`src/rtl/sram_uart_fifo.sv`:
```
// 16550-subset UART front end on an SRAM-style MMIO port with TX/RX byte FIFOs.
// Optional interrupt logic (IER register, irq output) is built only when SRAM_UART_IRQ_EN is defined.
module sram_uart_fifo #(
  parameter logic [63:0] BASE_ADDR = 64'h6000_0000,
  parameter int unsigned TX_DEPTH  = 16,
  parameter int unsigned RX_DEPTH  = 16
) (
  input  logic        clka,
  input  logic        rstn,
  input  logic [63:0] addra,
  input  logic [63:0] dina,
  output logic [63:0] douta,
  input  logic        ena,
  input  logic [7:0]  wea,
  output logic [7:0]  tx_data,
  output logic        tx_valid,
  input  logic        tx_ready,
  input  logic [7:0]  rx_data,
  input  logic        rx_ready,
  output logic        irq
);

  localparam int unsigned TX_AW = $clog2(TX_DEPTH);
  localparam int unsigned RX_AW = $clog2(RX_DEPTH);
  localparam int unsigned TX_PW = TX_AW + 1;
  localparam int unsigned RX_PW = RX_AW + 1;

  localparam logic [TX_PW-1:0] TX_FULL_XOR = {1'b1, {TX_AW{1'b0}}};
  localparam logic [RX_PW-1:0] RX_FULL_XOR = {1'b1, {RX_AW{1'b0}}};

  localparam logic [2:0] OFF_RBR = 3'd0;
  localparam logic [2:0] OFF_IER = 3'd1;
  localparam logic [2:0] OFF_LSR = 3'd5;

  // Address bits above the register select and unused data lanes are decoded upstream.
  logic unused_ok;
  assign unused_ok = &{1'b0, addra[63:3], dina[63:8], BASE_ADDR};

  // ---------------------------------------------------------------------------
  // Bus access decode
  // ---------------------------------------------------------------------------
  logic bus_rd;
  logic rbr_rd;
  logic lsr_rd;
  logic thr_wr;

  assign bus_rd = ena & (wea == 8'h00);
  assign rbr_rd = bus_rd & (addra[2:0] == OFF_RBR);
  assign lsr_rd = bus_rd & (addra[2:0] == OFF_LSR);
  assign thr_wr = ena & wea[0];

  // ---------------------------------------------------------------------------
  // TX FIFO and output stage
  // ---------------------------------------------------------------------------
  logic [7:0]       tx_mem [TX_DEPTH];
  logic [TX_PW-1:0] tx_wptr;
  logic [TX_PW-1:0] tx_rptr;
  logic             tx_empty;
  logic             tx_full;
  logic             tx_push;
  logic             tx_pop;
  logic             tx_stage_free;

  assign tx_empty      = (tx_wptr == tx_rptr);
  assign tx_full       = ((tx_wptr ^ tx_rptr) == TX_FULL_XOR);
  assign tx_push       = thr_wr & ~tx_full;
  assign tx_stage_free = ~tx_valid | tx_ready;
  assign tx_pop        = tx_stage_free & ~tx_empty;

  // NOTE: FIFO storage has no reset; the reset pointers already mark every entry invalid.
  always_ff @(posedge clka) begin
    if (tx_push) tx_mem[tx_wptr[TX_AW-1:0]] <= dina[7:0];
  end

  // NOTE: sequential state uses non-blocking assignments so every register samples pre-edge values.
  always_ff @(posedge clka) begin
    if (!rstn) begin
      tx_wptr  <= '0;
      tx_rptr  <= '0;
      tx_valid <= 1'b0;
      tx_data  <= 8'h00;
    end else begin
      if (tx_push) tx_wptr <= tx_wptr + 1'b1;
      if (tx_pop)  tx_rptr <= tx_rptr + 1'b1;
      if (tx_stage_free) begin
        tx_valid <= ~tx_empty;
        if (!tx_empty) tx_data <= tx_mem[tx_rptr[TX_AW-1:0]];
      end
    end
  end

  // ---------------------------------------------------------------------------
  // RX FIFO and overrun flag
  // ---------------------------------------------------------------------------
  logic [7:0]       rx_mem [RX_DEPTH];
  logic [RX_PW-1:0] rx_wptr;
  logic [RX_PW-1:0] rx_rptr;
  logic             rx_empty;
  logic             rx_full;
  logic             rx_push;
  logic             rx_pop;
  logic             oe;

  assign rx_empty = (rx_wptr == rx_rptr);
  assign rx_full  = ((rx_wptr ^ rx_rptr) == RX_FULL_XOR);
  assign rx_push  = rx_ready & ~rx_full;
  assign rx_pop   = rbr_rd & ~rx_empty;

  always_ff @(posedge clka) begin
    if (rx_push) rx_mem[rx_wptr[RX_AW-1:0]] <= rx_data;
  end

  always_ff @(posedge clka) begin
    if (!rstn) begin
      rx_wptr <= '0;
      rx_rptr <= '0;
      oe      <= 1'b0;
    end else begin
      if (rx_push) rx_wptr <= rx_wptr + 1'b1;
      if (rx_pop)  rx_rptr <= rx_rptr + 1'b1;
      // A new overrun in the same cycle as an LSR read stays visible for the next read.
      if (rx_ready && rx_full) oe <= 1'b1;
      else if (lsr_rd)         oe <= 1'b0;
    end
  end

  // ---------------------------------------------------------------------------
  // Interrupt enable and interrupt line
  // ---------------------------------------------------------------------------
  logic [1:0] ier;

`ifdef SRAM_UART_IRQ_EN
  logic ier_wr;
  assign ier_wr = ena & wea[1];

  always_ff @(posedge clka) begin
    if (!rstn) begin
      ier <= 2'b00;
      irq <= 1'b0;
    end else begin
      if (ier_wr) ier <= dina[9:8];
      irq <= (ier[0] & ~rx_empty) | (ier[1] & tx_empty);
    end
  end
`else
  assign ier = 2'b00;
  assign irq = 1'b0;
`endif

  // ---------------------------------------------------------------------------
  // Read data: every lane of the addressed word, registered
  // ---------------------------------------------------------------------------
  logic [7:0]  rbr_byte;
  logic [7:0]  lsr_byte;
  logic [63:0] read_word;

  // NOTE: every always_comb output gets a default first so no path can infer a latch.
  always_comb begin
    rbr_byte = 8'h00;
    if (!rx_empty) rbr_byte = rx_mem[rx_rptr[RX_AW-1:0]];
  end

  assign lsr_byte  = {1'b0, tx_empty & ~tx_valid, tx_empty, 3'b000, oe, ~rx_empty};
  assign read_word = {16'h0000, lsr_byte, 24'h000000, 6'b000000, ier, rbr_byte};

  always_ff @(posedge clka) begin
    if (!rstn)    douta <= 64'h0;
    else if (ena) douta <= read_word;
  end

endmodule

```
`config.mk`:
```
export PLATFORM = sky130hd
export DESIGN_NAME = sram_uart_fifo
export DESIGN_NICKNAME = d
export VERILOG_FILES = /design/src/rtl/sram_uart_fifo.sv
export SDC_FILE = /design/constraint.sdc
export NUM_CORES = 1
export LEC_CHECK = 0
export CORE_UTILIZATION = 53
export DETAILED_ROUTE_END_ITERATION = 12
export HOLD_SLACK_MARGIN = 0.06
export PLACE_DENSITY = 0.76
export SLEW_MARGIN = 40
export SYNTH_ARGS = -nofsm -noshare
export SYNTH_HDL_FRONTEND = slang
export SYNTH_SLANG_ARGS = --single-unit
export TNS_END_PERCENT = 20
```
`constraint.sdc`:
```
create_clock -name clka -period 2.67 [get_ports clka]
set_clock_uncertainty 0.2 [all_clocks]
set_input_delay 0.534 -clock clka [delete_from_list [all_inputs] [get_ports clka]]
set_output_delay 0.534 -clock clka [all_outputs]
set_load 0.05 [all_outputs]
```
==> metrics.txt, run 1 <==
status finished clean; post-detailed-route count of antenna-violating nets 0; hpwl dp 15.25 mm; via density per instance 5.568; Synth Register Bits 302; pin count of the biggest net entering global routing 52; crit-path max FO 4; Final Instance Area 0.01437 mm2; setup TNS 0 ns; I/O Pins 223; worst min-delay path class register to register; Layout Nets 975; Power Dens Cells 797.3 mW/mm2; ys flop type edfxtp_1; top-count cell post-synth edfxtp_1; die width 154.8 um; reg2reg start tx_wptr[3]$_SDFFE_PN0P_; r2r setup slk 0.27 ns; Worst-Margin Slew 0.8991 ns; hold path startpoint douta[46]$_SDFFE_PN0P_; Worst R2R End tx_mem[0][6]$_DFFE_PP_; Synth Cell Area 0.01237 mm2; crit path max-delay cell type clkdlybuf4s50_1; initial antenna violation count 0; largest cells by area after synthesis edfxtp_1 (62%), dfxtp_1 (7.4%), mux4_2 (6.9%); root buffer cell clkbuf_16; Tmin final 2.459 ns; DRC violations left 0; layout cells sized above 1 0.1810; Final Hold Viols 0; number of flops mapped to enable cells by yosys 256; H-tree level count 1; RSZ-0062 raised after global routing no; die height 154.8 um; total power 11.46 mW; CORE AREA 0.02278 mm2; Port Buffers 52; TritonCTS buffer count 30; Setup WS pre-CTS -0.1106 ns; Placed Cells 1097; clk buf depth 3; ANT cells 0; Final Slew Violations 0; Clock Latency Late Sink 0.54 ns; VDD IR max 0.0009895 V; first-pass GRT wire length 36.58 mm; Total GRT Usage 0.2032; syn avg cell area 17.06 um2; Slew headroom 0.3984; fin crit share 0.9210; initial core utilization 0.5431; placed inst area 0.01329 mm2; Synth area leader edfxtp_1; max cap viols 0; critical path class register to output port; clk sinks 302; CP peak stage delay 0.82 ns; Std-Cell Rows 55; Layout area overhead 16.16%; top cells by count, synth edfxtp_1 (256), buf_4 (56), dfxtp_1 (46); hold_ws 0.2732 ns; endpoints failing setup 0; Critical Path RT 1.94 ns; crit-path cells clkdlybuf4s50_1; post-cts sizing count 0; hold path cells 2; Die ar. 0.02396 mm2; Critical Path Sink Type output port; CTS tree yes; kind of start point of the critical path register; 1st-iter DRT viols 503; sequential area share after synthesis 0.6959; ys async rst share 0; DR pass1 iterations 5; R2R depth 6; Final Util 0.6309; maximum clock rate 406.7 MHz; total global routing overflow 0; post-synth top area share 0.6214; WHS Endpoint douta[46]$_SDFFE_PN0P_; Leak Pwr 4.914 nW; postcts setup bufs 0; Final WS setup 0.2109 ns; Crit. Startpoint tx_valid$_SDFFE_PN0N_; CP arrival 1.73 ns; Synth cell types 44; post-DR wirelength/cell 20.56 um; fin cells 1153; CTS hold repair buffers 0; CP top delay family buffers and inverters; Worst Path Buf+Inv 1; synth warn 0; clock slew at reported path FFs 0.06 ns; routed wire length 23.71 mm; Cells after Synth 725; vias in the first global route 6590; Final Wtd Congestion 0.8236; via count 6420
-- flip-flops by register name (all words and copies together) (netlist names), named ones only --
| signal | cells |
|---|---|
| tx_valid | 1 |
| rx_wptr | 5 |
| tx_mem | 128 |
| rx_rptr | 5 |
| tx_wptr | 5 |
| tx_rptr | 5 |
| rx_mem | 128 |
| tx_data | 8 |
| oe | 1 |
| douta | 12 |
-- how the worst max path moves through the flow --
stage / to / cells after the start
final: tx_valid / 1
after global routing: tx_mem[2][4]$_DFFE_PP_ / 6
after CTS: tx_mem[0][0]$_DFFE_PP_ / 6
after detailed placement: rx_rptr[1]$_SDFFE_PN0P_ / 7
after global placement: register / 7
after floorplan: rx_mem[3][0]$_DFFE_PP_ / 6
-- cells in the final DEF, fill, tap and decap left out, drive strengths merged, types with 2 or more instances in the layout --
cell           Yosys  routed
a22oi             16      16
nor4               3       3
inv                8       9
mux2i             12      12
clkbuf            18      41
o22ai              8       8
nor3              13      13
conb               1      53
nor2              34      34
mux4              56      56
bufinv             0       7
mux2              16      16
nor2b             13      13
edfxtp           256     256
and3              14      14
a211oi            11      11
o21ai              9       9
and2               4       4
buf               70      43
a21oi             27      27
clkdlybuf4s50      0      52
and4               2       2
dfxtp             46      46
nand2b            11      11
nand3b             2       2
clkinv             0       6
nand3              6       6
xnor2              9       9
nand4              3       3
ha                10      10
nand2             24      24
a22o               8       8
xor2              10      10
-- layout make-up --
| type | instances | area (um2) |
|---|---|---|
| flip-flops and latches | 302 | 8613 |
| fillers | 1555 | 8408 |
| multi-input cells | 379 | 3359 |
| repair buffers | 95 | 893.4 |
| clock buffers | 41 | 833.3 |
| well taps | 313 | 391.6 |
| clock inverters | 15 | 249.0 |
| inverters | 8 | 30.03 |
-- report_power, final --
part           internal (mW)  switching (mW)  total, mW
clock network           2.85            1.68       4.53
logic                  0.580            1.03       1.61
registers               5.25          0.0723       5.32
-- routing by layer --
metal  GRT usage  vias to the layer above  part of all wire
li1            -                     2912                 -
met1      0.2501                     3253              0.40
met2      0.3680                      214              0.53
met3     0.03362                       41             0.057
met4     0.06129                        0             0.021
met5           0                        -                 0
-- cells by family after synthesis --
logic type | Yosys count | share of synthesized area
compound gates | 83 | 0.04461
xor+xnor | 19 | 0.01345
fa+ha+maj | 10 | 0.01011
buf+inv | 96 | 0.04865
flops | 302 | 0.6959
mux | 84 | 0.1317
other cells | 1 | 0.0003031
simple gates | 130 | 0.05533
-- worst min-delay path, delay by kind of cell (launching register included) --
kind / cells / cell delay [ns]
AND/OR/NAND/NOR: 1 / 0.06
flip-flops: 1 / 0.31
AO/OA/AOI/OAI: 1 / 0.05
Power figures use the tool's default switching activity.
==> run 2: changes to the inputs <==
- CAP_MARGIN: default -> 20
==> results of run 2 <==
Final layout, timing and power as in run 1 (identical DEF).
==> run 3: changes to the inputs <==
- clock period: 2.67 -> 2.7 ns (I/O delays scaled with it)
==> run 3 against run 2 <==
Compared with the run above: first-iteration DRC count shrank 23%; critical path depth grew 5; register-to-register slack lost 0.05 ns; final cell count is the same; clock-buffer cell count shrank 9; critical endpoint is now tx_mem[3][7]$_DFFE_PP_; largest cell class unchanged.
==> metrics.txt, run 3 (synthesis gave the netlist of run 1 again) <==
CTS hold repair buffers 0 (unchanged); worst min-delay path class register to register; Final Util 0.6297 (-0.001154); status finished clean; endpoints failing setup 0 (unchanged); initial core utilization 0.5431 (unchanged); clk buf depth 3 (unchanged); postcts setup bufs 0 (unchanged); kind of start point of the critical path register; DRC violations left 0 (unchanged); Clock Latency Late Sink 0.55 ns (about the same); post-DR wirelength/cell 20.73 um (+0.84%); GRT busiest layer met2; 1st-iter DRT viols 387 (-23%); met1 GRT Util 0.2529 (+0.002841); I/O Pins 223 (unchanged); CP arrival 2.53 ns (+0.80 ns); Final Slew Violations 0 (unchanged); Slew headroom 0.3900 (-0.008376); Die ar. 0.02396 mm2 (unchanged); CTS tree yes; commonest cells after routing, fill and taps aside edfxtp_1 (256), conb_1 (53), clkdlybuf4s50_1 (52); Layout area overhead 15.95%; VDD IR max 0.001005 V (+1.5%); Critical Path Sink Type register; Psw 2.826 mW (+1.7%); Final Wtd Congestion 0.8200 (-0.44%); pin count of the biggest net entering global routing 52 (unchanged); crit-path cells xor2_1 -> nor4_4 -> a21oi_2 -> nand2_1 -> nor3_1 -> buf_4; CORE AREA 0.02278 mm2 (unchanged); CP top delay family flip-flops; Port Buffers 52 (unchanged); Worst-Margin Slew 0.9116 ns (+0.01252 ns); Std-Cell Rows 55 (unchanged); clock slew at reported path FFs 0.06 ns (about the same); vias in the first global route 6646 (+0.85%); Critical Path RT 2.75 ns (+0.81 ns); via density per instance 5.549 (-0.34%); H-tree level count 1 (unchanged); Sequential cell area 0.008611 mm2 (about the same); Int Pwr 8.425 mW (-2.9%); RSZ-0062 raised after global routing no; routed wire length 23.91 mm (+0.84%); post-detailed-route count of antenna-violating nets 0 (unchanged); via count 6398 (-0.34%); clk sinks 302 (unchanged); Total GRT Usage 0.2035 (+0.0003161); ANT cells 0 (unchanged); layout cells sized above 1 0.1893 (+0.008333); first-pass GRT wire length 36.84 mm (+0.70%); M2 GR Usage 0.3676 (-0.0004309); Leak Pwr 4.920 nW (+0.14%); post-cts sizing count 0 (unchanged); placed inst area 0.01329 mm2 (unchanged); Power Dens Cells 784.4 mW/mm2 (-1.6%); setup TNS 0 ns (unchanged); Flop pwr share 0.468 (+0.004); Tmin final 2.482 ns; Final Instance Area 0.01434 mm2 (-0.18%); TritonCTS buffer count 30 (unchanged); total global routing overflow 0 (unchanged); die width 154.8 um (unchanged); crit path max-delay cell type dfxtp_1; die height 154.8 um (unchanged); commonest non-fill, non-tap cell in the layout edfxtp_1; critical path class register to register; fin crit share 0.9193; max cap viols 0 (unchanged); Multi-input gate area 0.003359 mm2 (unchanged); met3 Use GR 0.03334 (-0.0002802); crit-path max FO 12 (+8); maximum clock rate 402.9 MHz; Layout Nets 975 (unchanged); hpwl dp 15.30 mm (+0.31%); Clk network pwr share 0.390 (-0.005); Worst Path Buf+Inv 1 (unchanged); Final Hold Viols 0 (unchanged); Comb pwr share 0.142 (+0.002); root buffer cell clkbuf_16; switch share 0.2512 (+0.008580); FILL cells 1591 (+2.3%); DR pass1 iterations 5 (unchanged); initial antenna violation count 0 (unchanged); CP peak stage delay 0.59 ns (-0.23 ns)
## run 3: worst paths after layout
| check | slack, ns | from | cells past startpoint | endpoint |
|---|---|---|---|---|
| setup / recovery | 0.22 | tx_wptr[2]$_SDFFE_PN0P_ | 6 | tx_mem[3][7]$_DFFE_PP_ |
| hold / removal | 0.28 | douta[46]$_SDFFE_PN0P_ | 2 | douta[46]$_SDFFE_PN0P_ |
| setup reg to reg | 0.22 | tx_wptr[2]$_SDFFE_PN0P_ | 6 | tx_mem[3][7]$_DFFE_PP_ |
| hold reg to reg | 0.28 | douta[46]$_SDFFE_PN0P_ | 2 | douta[46]$_SDFFE_PN0P_ |
## run 3: cell type report
type / count / area share
Sequential cell: 302 / 0.6003
Multi-Input combinational cell: 379 / 0.2342
Timing Repair Buffer: 95 / 0.06228
Clock buffer: 32 / 0.05434
Tap cell: 313 / 0.02730
Clock inverter: 24 / 0.01945
Inverter: 8 / 0.002094
## run 3: worst reg2reg max path, stage by stage (launching register included)
cell	delay (ns)
dfxtp_1	0.59
xor2_1	0.30
nor4_4	0.09
a21oi_2	0.32
nand2_1	0.24
nor3_1	0.22
buf_4	0.22
## run 3: through the flow
| step | hold slack, ns | setup slack [ns] | instances | total power [mW] |
|---|---|---|---|---|
| after detailed placement | 0.2648 | 0.02559 | 1097 | 6.951 |
| after CTS | 0.2753 | 0.2040 | 1153 | 11.33 |
| after floorplan | 0.2528 | 0.3007 | 777 | 6.526 |
| after global placement | 0.2565 | 0.03460 | 1097 | 6.907 |
| after global routing | 0.3080 | 0.08364 | 1153 | 11.63 |
| final | 0.2790 | 0.2180 | 1153 | 11.25 |
## run 3: power groups by stage
stage	clock [mW]	sequential (mW)	combinational, mW
CTS	4.46	5.26	1.60
floorplan	0	5.63	0.899
global placement	0	5.35	1.56
global route	4.66	5.27	1.69
detailed placement	0	5.36	1.59
finish	4.39	5.26	1.60
## run 3: per-layer routing
metal,wire length [um],vias to the layer above
met1,9744,3226
met5,0,-
met2,12470,222
met3,1230,40
met4,463,0
li1,-,2910
